[src/rtl/key_loader_serial.sv]
// ============================================================================
// Module   : key_loader_serial
// Brief    : Serial even-parity key loader feeding the keyinput bus of an
//            RLL-locked core. Optional lockout: KEY_LOADER_LOCKOUT_EN.
// Revision : 1.0 - initial release
// ============================================================================
`default_nettype none

module key_loader_serial #(
    parameter int                   KEY_WIDTH = 16,
    parameter logic [KEY_WIDTH-1:0] KEY_SAFE  = '0,
    parameter int                   MAX_FAIL  = 3
) (
    input  logic                 clk,
    input  logic                 rst,
    input  logic                 load_start,
    input  logic                 sdi,
    input  logic                 sdi_valid,
    output logic                 sdi_ready,
    output logic [KEY_WIDTH-1:0] key_out,
    output logic                 key_loaded,
    output logic                 load_err,
    output logic                 busy
);

    localparam int                 c_cnt_w    = (KEY_WIDTH > 2) ? $clog2(KEY_WIDTH) : 1;
    localparam logic [c_cnt_w-1:0] c_cnt_last = c_cnt_w'(KEY_WIDTH - 1);

    if (KEY_WIDTH < 2 || MAX_FAIL < 1) begin : g_bad_cfg
        $error("key_loader_serial: KEY_WIDTH must be >= 2 and MAX_FAIL >= 1");
    end

`ifdef KEY_LOADER_LOCKOUT_EN
    typedef enum logic [2:0] {
        ST_IDLE   = 3'd0,
        ST_SHIFT  = 3'd1,
        ST_PARITY = 3'd2,
        ST_CHECK  = 3'd3,
        ST_LOADED = 3'd4,
        ST_ERROR  = 3'd5,
        ST_LOCKED = 3'd6
    } state_t;

    localparam int                  c_fail_w    = (MAX_FAIL > 1) ? $clog2(MAX_FAIL + 1) : 1;
    localparam logic [c_fail_w-1:0] c_fail_last = c_fail_w'(MAX_FAIL - 1);

    logic [c_fail_w-1:0] r_fail_cnt;
    logic                w_lock;
`else
    typedef enum logic [2:0] {
        ST_IDLE   = 3'd0,
        ST_SHIFT  = 3'd1,
        ST_PARITY = 3'd2,
        ST_CHECK  = 3'd3,
        ST_LOADED = 3'd4,
        ST_ERROR  = 3'd5
    } state_t;
`endif

    state_t               r_state;
    state_t               w_next;
    logic [KEY_WIDTH-1:0] r_shreg;
    logic [c_cnt_w-1:0]   r_cnt;
    logic                 r_par;
    logic [KEY_WIDTH-1:0] r_key;
    logic                 r_loaded;
    logic                 r_err;
    logic                 w_xfer;
    logic                 w_restart;
    logic                 w_pass;

    assign sdi_ready = (r_state == ST_SHIFT) || (r_state == ST_PARITY);
    assign busy      = sdi_ready || (r_state == ST_CHECK);
    assign w_xfer    = sdi_valid && sdi_ready;
    assign w_pass    = ((^r_shreg) == r_par);

    // A locked loader ignores load_start; otherwise it always restarts the frame.
`ifdef KEY_LOADER_LOCKOUT_EN
    assign w_restart = load_start && (r_state != ST_LOCKED);
    assign w_lock    = (r_fail_cnt == c_fail_last);
`else
    assign w_restart = load_start;
`endif

    assign key_out    = r_key;
    assign key_loaded = r_loaded;
    assign load_err   = r_err;

    always_ff @(posedge clk) begin
        if (rst) r_state <= ST_IDLE;
        else     r_state <= w_next;
    end

    always_comb begin
        w_next = r_state;
        if (w_restart) begin
            w_next = ST_SHIFT;
        end else begin
            case (r_state)
                ST_SHIFT:  if (w_xfer && (r_cnt == c_cnt_last)) w_next = ST_PARITY;
                ST_PARITY: if (w_xfer) w_next = ST_CHECK;
                ST_CHECK: begin
                    if (w_pass) begin
                        w_next = ST_LOADED;
                    end else begin
`ifdef KEY_LOADER_LOCKOUT_EN
                        w_next = w_lock ? ST_LOCKED : ST_ERROR;
`else
                        w_next = ST_ERROR;
`endif
                    end
                end
                default:   w_next = r_state;
            endcase
        end
    end

    always_ff @(posedge clk) begin
        if (rst) begin
            r_shreg  <= '0;
            r_cnt    <= '0;
            r_par    <= 1'b0;
            r_key    <= KEY_SAFE;
            r_loaded <= 1'b0;
            r_err    <= 1'b0;
        end else if (w_restart) begin
            // Restart wins over any coincident transfer: that bit is dropped.
            r_shreg  <= '0;
            r_cnt    <= '0;
            r_par    <= 1'b0;
            r_key    <= KEY_SAFE;
            r_loaded <= 1'b0;
            r_err    <= 1'b0;
        end else begin
            case (r_state)
                ST_SHIFT: begin
                    if (w_xfer) begin
                        r_shreg[r_cnt] <= sdi;
                        if (r_cnt != c_cnt_last) r_cnt <= r_cnt + c_cnt_w'(1);
                    end
                end
                ST_PARITY: if (w_xfer) r_par <= sdi;
                ST_CHECK: begin
                    if (w_pass) begin
                        r_key    <= r_shreg;
                        r_loaded <= 1'b1;
                    end else begin
                        r_key    <= KEY_SAFE;
                        r_err    <= 1'b1;
                    end
                end
                default: ;
            endcase
        end
    end

`ifdef KEY_LOADER_LOCKOUT_EN
    always_ff @(posedge clk) begin
        if (rst) begin
            r_fail_cnt <= '0;
        end else if (!w_restart && (r_state == ST_CHECK)) begin
            if (w_pass) r_fail_cnt <= '0;
            else        r_fail_cnt <= r_fail_cnt + c_fail_w'(1);
        end
    end
`endif

endmodule

`default_nettype wire
[config.mk]
export PLATFORM = sky130hd
export DESIGN_NAME = key_loader_serial
export DESIGN_NICKNAME = d
export VERILOG_FILES = /design/src/rtl/key_loader_serial.sv
export SDC_FILE = /design/constraint.sdc
export NUM_CORES = 1
export LEC_CHECK = 0
export ABC_AREA = 1
export ABC_CLOCK_PERIOD_IN_PS = 3260
export CORE_MARGIN = 2
export CORE_UTILIZATION = 50
export DETAILED_ROUTE_END_ITERATION = 10
export HOLD_SLACK_MARGIN = 0.15
export PLACE_DENSITY = 0.75
export SETUP_SLACK_MARGIN = 0.1
export SLEW_MARGIN = 20
export SYNTH_ARGS = -nofsm -noshare
export SYNTH_HDL_FRONTEND = slang
export SYNTH_SLANG_ARGS = --single-unit
[constraint.sdc]
create_clock -name clk -period 3.26 [get_ports clk]
set_input_delay 0.815 -clock clk [delete_from_list [all_inputs] [get_ports clk]]
set_output_delay 0.815 -clock clk [all_outputs]
set_load 0.03 [all_outputs]
==> impl_results.md <==
- Status: complete, no violations
- Avg Vias per Cell: 5.05
- Util after Layout: 0.614
- P_int: 0.704 mW
- Cells after Synth: 293
- Total Neg Setup Slack: 0 ps
- Avg Inst Size Synth: 7.27 um2
- Clk sinks: 42
- Critical Path RT: 2440 ps
- Max IR drop VDD: 0.000256 V
- IO Pins: 25
- Net Sw Frac: 0.237
- Total number of vias: 1857
- Period minus WS final: 2590 ps
- RSZ-0062 raised after global routing: false
- Routed Wire Length: 4290 um
- H-tree levels: 2
- Static leakage: 0.908 nW
- Row Count: 23
- Die area: 4800 um2
- Crit end category: output port
- Clock skew: 5.92 ps
- Flop pwr share: 0.561
- Critical path class: reg2out
- Max-Cap Viols: 0
- Final HPWL DP: 3170 um
- Syn Nets: 302
- Commonest non-fill, non-tap cell in the layout: nand2_1
- Worst-Margin Slew: 574 ps
- Crit path max fanout: 4
- Initial core utilization: 0.525
- Most frequent cells in the layout: nand2_1, dfxtp_1, inv_1
- Gate power share: 0.063
- Port Buffers: 24
- Share of cells above drive strength 1: 0.119
- Post-CTS Repair Setup Buffers: 0
- Distinct cells, synth: 24
- Final worst-path cycle share: 0.794
- Slew margin rel.: 0.616
- CTS tree: done
- Clk slew on worst S/H paths: 80 ps
- Area grow syn2layout: 16.9%
- Clk buf depth: 2
- Antenna diode count: 0
- DRC viols: 0
- Clock Latency Late Sink: 290 ps
- Grt ovf: 0
- Horiz. Die Dim: 69.3 um
- Setup crit start kind: flop
- TritonCTS Buffers: 5
- Fillers: 364
- Initial DRC count: 83
- Worst Hold Class: reg2reg
- Post-cts resize count: 0
- Antenna-violating nets left: 0
- Clk pwr share: 0.376
- Synthesis Warnings: 0
- Post-synthesis register bit count: 42
- Final hold vios: 0
- Core area: 4060 um2
- Die Ht: 69.3 um
- Initial antenna violation count: 0
- Cell area after synthesis: 2130 um2
- Pins Over Slew Limit: 0
- Arrival @ worst endpoint: 1770 ps
- CTS root buf: clkbuf_8
- Global-route wire length before repair: 7640 um
- Post-Place Worst Slack: 983 ps
- Power Dens Cells: 371 nW/um2
- WL per Instance: 11.7 um
- Tot GR Track Use: 0.193
- Setup ws final: 673 ps
- Largest net degree at the start of global routing: 37
- Gpl congestion: 0.848
- Vias in the first global route: 1693
- # hold bufs at CTS: 0
- Fmax: 0.386 GHz
- Hold Worst Slack: 451 ps
- Layout Nets: 326
- Setup violators final: 0
- Sequential-to-total area share from yosys stat: 0.395
- Switching power: 0.219 mW
- First-pass DRT Iterations: 4
## sequential cells by signal, summed over array words and instances (netlist names)
name / cells
key_out: 16
r_shreg: 16
r_cnt: 4
r_state: 3
key_loaded: 1
load_err: 1
r_par: 1
## cells in the mapped netlist (all sizes together)
cell	count	share of area
clkinv	2	0.0035
dfxtp	42	0.39
a211oi	1	0.0035
nand2	76	0.14
nor3	3	0.0070
nand4	1	0.0029
inv	34	0.060
a21oi	40	0.11
xor2	5	0.021
ha	4	0.024
nor2	15	0.029
xnor2	5	0.021
buf	3	0.014
nand3	36	0.11
o21bai	1	0.0035
clkbuf	6	0.011
o21ai	19	0.045
## metal layers
metal	global-route usage	up-vias	wire length, um
li1	-	996	-
met1	0.253	817	2050
met2	0.317	35	2030
met3	0.0363	9	137
met4	0.0675	0	76
met5	0	-	0
## stage by stage
stage / instance area, um2 / total power [mW] / instances
after floorplan: 2130 / 0.571 / 293
after global placement: 2390 / 0.587 / 360
after detailed placement: 2390 / 0.587 / 360
after CTS: 2490 / 0.933 / 368
after global routing: 2490 / 0.962 / 368
final: 2490 / 0.923 / 368
## final timing paths
| path | start | to | slack (ps) | cells after the start |
|---|---|---|---|---|
| setup / recovery | r_state[1]$_SDFFE_PP0P_ | sdi_ready | 670 | 7 |
| hold / removal | load_err$_SDFFE_PP0P_ | load_err$_SDFFE_PP0P_ | 450 | 2 |
| setup reg to reg | r_shreg[12]$_SDFFE_PP0P_ | key_out[0]$_SDFFE_PP0P_ | 1620 | 12 |
| hold reg to reg | load_err$_SDFFE_PP0P_ | load_err$_SDFFE_PP0P_ | 450 | 2 |
## cell families (layout without fill, tap and decap cells)
group | after synthesis | in the layout | share of synthesized area
buffers and inverters | 45 | 70 | 0.0881
and+or+nand+nor | 131 | 131 | 0.289
xor gates and xnor gates | 10 | 10 | 0.0411
AOI/OAI and AO/OA | 61 | 61 | 0.163
adders and majority gates | 4 | 4 | 0.0235
DFF | 42 | 42 | 0.395
## final cells by class
type,count,area [um2],share of cell area
Sequential cell,42,841,0.338
Timing Repair Buffer,26,255,0.103
Clock inverter,2,12.5,0.00503
Tap cell,50,62.6,0.0251
Multi-Input combinational cell,206,1100,0.442
Clock buffer,6,82.6,0.0332
Inverter,36,135,0.0543
## power by group through the flow
| stage | registers (mW) | logic [mW] | clock network (mW) |
|---|---|---|---|
| after floorplan | 0.530 | 0.0415 | 0 |
| after CTS | 0.518 | 0.0578 | 0.357 |
| after global routing | 0.518 | 0.0649 | 0.379 |
| after detailed placement | 0.530 | 0.0575 | 0 |
| final | 0.518 | 0.0578 | 0.347 |
| after global placement | 0.530 | 0.0575 | 0 |
## worst max-delay path, cell delays in order, from the launching register on
cell             delay [ps]
dfxtp_1                 330
inv_1                    60
nor2_1                   80
inv_1                    80
nor2_1                  120
inv_1                    80
nand2_1                  60
clkdlybuf4s50_1         660
(Power assumes the default switching activity.)
